<file path="config.mk">
export PLATFORM = sky130hd
export DESIGN_NAME = bcd2bin_seq
export DESIGN_NICKNAME = d
export VERILOG_FILES = /design/src/rtl/bcd2bin_seq.sv
export SDC_FILE = /design/constraint.sdc
export NUM_CORES = 1
export LEC_CHECK = 0
export ABC_AREA = 1
export ABC_CLOCK_PERIOD_IN_PS = 2100
export CORE_MARGIN = 8
export CORE_UTILIZATION = 55
export DETAILED_ROUTE_END_ITERATION = 6
export HOLD_SLACK_MARGIN = 0.1
export PLACE_DENSITY = 0.92
export SLEW_MARGIN = 20
export SYNTH_ARGS = -nofsm -noshare
export SYNTH_HDL_FRONTEND = slang
export SYNTH_SLANG_ARGS = --single-unit
</file>
<file path="constraint.sdc">
create_clock -name clk -period 2.1 [get_ports clk]
set_clock_uncertainty 0.1 [all_clocks]
set_input_delay 0.42 -clock clk [delete_from_list [all_inputs] [get_ports clk]]
set_output_delay 0.42 -clock clk [all_outputs]
set_load 0.1 [all_outputs]
</file>
<file path="src/rtl/bcd2bin_seq.sv">
// Sequential packed-BCD to binary converter (reverse double dabble), one conversion in flight.
// Optional input digit check enabled by defining BCD2BIN_ERR_CHECK_EN; otherwise out_err is tied to 0.
module bcd2bin_seq #(
  parameter int DIGITS = 4,
  parameter int BIN_W  = 14
) (
  input  logic                  clk,
  input  logic                  rst,
  input  logic                  in_valid,
  output logic                  in_ready,
  input  logic [4*DIGITS-1:0]   in_bcd,
  output logic                  out_valid,
  input  logic                  out_ready,
  output logic [BIN_W-1:0]      out_bin,
  output logic                  out_err,
  output logic [1:0]            dbg_state
);

  // Handshake: a transfer happens on a rising edge where valid && ready are both 1;
  // in_ready is high only in IDLE, and out_valid/out_bin/out_err stay stable until accepted.

  localparam int BCD_W = 4 * DIGITS;
  localparam int SR_W  = BCD_W + BIN_W;
  localparam int CNT_W = $clog2(BIN_W + 1);
  localparam logic [CNT_W-1:0] CNT_LAST = CNT_W'(BIN_W - 1);

  typedef enum logic [1:0] {
    S_IDLE  = 2'd0,
    S_SHIFT = 2'd1,
    S_DONE  = 2'd2
  } state_t;

  state_t               state_q, state_d;
  logic [SR_W-1:0]      sr_q, sr_d;
  logic [CNT_W-1:0]     cnt_q, cnt_d;
  logic                 out_valid_q, out_valid_d;
  logic [BIN_W-1:0]     out_bin_q, out_bin_d;
  logic [SR_W-1:0]      sr_shr;
  logic [SR_W-1:0]      sr_step;
  logic [3:0]           digit;

  // One iteration: halve the BCD field, then fix every digit that picked up an 8 from above.
  always_comb begin
    sr_shr  = sr_q >> 1;
    sr_step = sr_shr;
    digit   = '0;
    for (int i = 0; i < DIGITS; i++) begin
      digit = sr_shr[BIN_W + 4*i +: 4];
      if (digit >= 4'd8) begin
        sr_step[BIN_W + 4*i +: 4] = digit - 4'd3;
      end
    end
  end

  always_comb begin
    state_d     = state_q;
    sr_d        = sr_q;
    cnt_d       = cnt_q;
    out_valid_d = out_valid_q;
    out_bin_d   = out_bin_q;
    case (state_q)
      S_IDLE: begin
        if (in_valid) begin
          sr_d    = {in_bcd, {BIN_W{1'b0}}};
          cnt_d   = '0;
          state_d = S_SHIFT;
        end
      end
      S_SHIFT: begin
        sr_d  = sr_step;
        cnt_d = cnt_q + 1'b1;
        if (cnt_q == CNT_LAST) begin
          state_d     = S_DONE;
          out_valid_d = 1'b1;
          out_bin_d   = sr_step[BIN_W-1:0];
        end
      end
      S_DONE: begin
        if (out_ready) begin
          state_d     = S_IDLE;
          out_valid_d = 1'b0;
        end
      end
      default: begin
        state_d     = S_IDLE;
        out_valid_d = 1'b0;
      end
    endcase
  end

  always_ff @(posedge clk) begin
    if (rst) begin
      state_q     <= S_IDLE;
      sr_q        <= '0;
      cnt_q       <= '0;
      out_valid_q <= 1'b0;
      out_bin_q   <= '0;
    end else begin
      state_q     <= state_d;
      sr_q        <= sr_d;
      cnt_q       <= cnt_d;
      out_valid_q <= out_valid_d;
      out_bin_q   <= out_bin_d;
    end
  end

`ifdef BCD2BIN_ERR_CHECK_EN
  logic err_q, err_d;

  // Captured once at accept and held through SHIFT and DONE.
  always_comb begin
    err_d = err_q;
    if (state_q == S_IDLE && in_valid) begin
      err_d = 1'b0;
      for (int i = 0; i < DIGITS; i++) begin
        if (in_bcd[4*i +: 4] > 4'd9) begin
          err_d = 1'b1;
        end
      end
    end
  end

  always_ff @(posedge clk) begin
    if (rst) begin
      err_q <= 1'b0;
    end else begin
      err_q <= err_d;
    end
  end

  assign out_err = err_q;
`else
  assign out_err = 1'b0;
`endif

  assign in_ready  = (state_q == S_IDLE);
  assign out_valid = out_valid_q;
  assign out_bin   = out_bin_q;
  assign dbg_state = state_q;

endmodule

</file>
==> metrics <==
run status finished, final reports clean; Setup crit start kind register; Final Non-Filler Cells 396; cell area after layout about 2700 sq um; # rows 23; min-delay worst type register to register; CP arrival ~1.9 ns; Hold Vio Cnt, Final 0; met2 Use GR about 28%; Routed WL 5100 um; fraction of layout cells with a size suffix above 1 roughly 12%; grt total ovfl 0; Synth top area share 44.0%; Post-CTS Setup Inserts 0; clock sinks 50; sequential area share after synthesis around 44%; number of CTS-inserted buffers 5; CTS HTree Levels 2; Tcrit/Tclk final around 85%; Synth area leader dfxtp_1; Crit path required time approximately 2.2 ns; met1 Usage GRT between 10% and 20%; Worst path top cell family by delay buffers and inverters; CTS tree built; Cell Area, Placed between 2000 and 3000 sq um; FF+latch count, synth 50; syn_nets ~340; Ant. Diodes 0; grt peak-use layer met2; Port Buffers 37; CP max-delay cell dfxtp_2; Post-DRT Antenna Nets 0; Distinct cells, synth 26; MaxCap Viol Count 0; mean routed wirelength per cell 12.9 um; CP max FO 15; core area about 4000 sq um; num ports 39; Post-Synthesis Cells between 300 and 400; vias 2035; dpl hpwl between 3000 and 4000 um; Starting Density 56.9%; first-pass GRT wire length 8740 um; DIE AREA 6450 sq um; nets 373; die height around 80 um; kind of critical path register to register; setup TNS after final layout 0 ns; Final min period ~1.8 ns; asr flop ratio synth 0%; Synth area leaders dfxtp_1 (44%), nand2_1 (17%), a21oi_1 (9.9%), ha_1 (4.4%), o21ai_0 (4.2%); Cells after DPL between 300 and 400; endpoints failing setup 0; number of buffers and inverters on the critical path 3; 1st-iter DRT viols between 100 and 150; Syn. warnings 0; clock-pin slew of the registers on the worst-case setup and hold paths ~0.09 ns; Avg Inst Size Synth 7.31 sq um; CP Capture Type register; pins over their slew limit 0; number of remaining DRC errors 0; grt met3 use between 4 and 5%; largest net degree at the start of global routing 34; Area Overhead vs Synth 20.0%; f_max approximately 560 MHz; clk buf depth 2; GP Congestion ~0.86; number of global-route vias before repair between 2k and 2.5k; Worst-Skew Late Latency ~0.3 ns; worst vdd ir between 0.5 and 0.6 mV; Largest stage delay, worst path 0.44 ns; P_leak ~0.0011 uW; die width 80.3 um; EDFF count, synth 0; GRT Overall Usage 16.5%; CP most frequent cell inv_1; # hold bufs at CTS 0; DR pass1 iterations 4; Synth Cell Area 2270 sq um; RSZ-0062 raised after global routing no; CTS resizes 0; total power divided by cell area 679 nW/um^2; vias per cell a little over 5; clock root cell clkbuf_8; final core utilization between 60% and 70%; Cell Chain, Critical Path inv_1 -> nand2_4 -> nand2_2 -> inv_1 -> buf_4 -> nand2_1 -> a21oi_1; initial antenna violation count 0; ys flop type dfxtp_1
-- metrics by stage --
stage	hold slack, ns	worst slack [ns]	total power (uW)
finish	0.370	0.325	1860
CTS	0.370	0.327	1860
detailed placement	0.357	0.195	1300
floorplan	0.339	-0.00252	1220
global placement	0.350	0.221	1300
global route	0.388	0.144	1930
-- tightest hold or removal path: cells and delay by family (launching register included) --
family / cells / cell delay [ns]
AO/OA/AOI/OAI: 1 / 0.05
AND/OR/NAND/NOR: 1 / 0.06
flip-flops: 1 / 0.32
-- kinds of logic (layout without fill, tap and decap cells) --
logic type | Yosys count | in the layout | synth area share (%)
AND/OR/NAND/NOR | 142 | 142 | 26.7
AO/OA/AOI/OAI | 68 | 68 | 15.4
flip-flops | 50 | 50 | 44.0
buffers and inverters | 42 | 77 | 9.35
adder cells (fa/ha/maj) | 8 | 8 | 4.40
other | 1 | 1 | 0.165
-- flip-flops by register name (all words and copies together), names as in the netlist --
register / cells
out_valid: 1
sr_q: 29
cnt_q: 4
dbg_state: 2
out_bin: 14
-- cell usage after synthesis, types with 2 or more instances --
library cell,instances
nand3_1,18
buf_4,5
dfxtp_1,50
nor2_4,2
nand2_1,101
ha_1,8
buf_6,3
clkbuf_1,5
inv_1,24
buf_2,2
nor2_1,14
o21ai_0,19
inv_2,2
o211ai_1,2
a21oi_1,45
-- routing by layer --
metal | wire, um | vias to the layer above
met4 | 65 | 0
met5 | 0 | -
met3 | 311 | 5
met2 | 2400 | 50
met1 | 2320 | 926
li1 | - | 1054
-- cell usage in the layout (no fill, tap or decap) --
master             n
nor3b_1            1
o22ai_1            1
clkinv_2           1
conb_1             1
clkbuf_8           6
nand3_1           18
nand2_2            1
buf_4             21
o21ai_0           19
dfxtp_1           49
nor2_1            13
a21oi_2            1
nor2_8             1
nand2_1          101
a21oi_1           45
and2_1             1
ha_1               8
inv_2              2
clkbuf_1           1
clkdlybuf4s50_1   19
nor2_4             3
nand2_4            1
inv_1             24
nor3_1             1
dfxtp_2            1
buf_12             3
o211ai_1           2
nor2_2             1
-- final timing paths --
check / slack, ns / end / startpoint / cells after the start
max reg2reg: 0.32 / sr_q[3]$_SDFFE_PP0P_ / dbg_state[1]$_SDFFE_PP0P_ / 7
min reg2reg: 0.37 / out_bin[3]$_SDFFE_PP0P_ / out_bin[3]$_SDFFE_PP0P_ / 2
max: 0.32 / sr_q[3]$_SDFFE_PP0P_ / dbg_state[1]$_SDFFE_PP0P_ / 7
min: 0.37 / out_bin[3]$_SDFFE_PP0P_ / out_bin[3]$_SDFFE_PP0P_ / 2
-- layout make-up --
cell class	count	area [sq um]
clock inverters	1	5.00
flip-flops and latches	50	1000
inverters	26	97.6
fillers	318	1270
well taps	50	62.6
multi-input cells	219	1070
repair buffers	43	408
clock buffers	7	86.3
-- power breakdown --
part	leakage [uW]	switching [uW]	internal (uW)
sequential	0.000407	33.7	978
combinational	0.000663	166	107
clock	0.0000482	304	266
No activity file was read; power rests on OpenSTA's default activity.
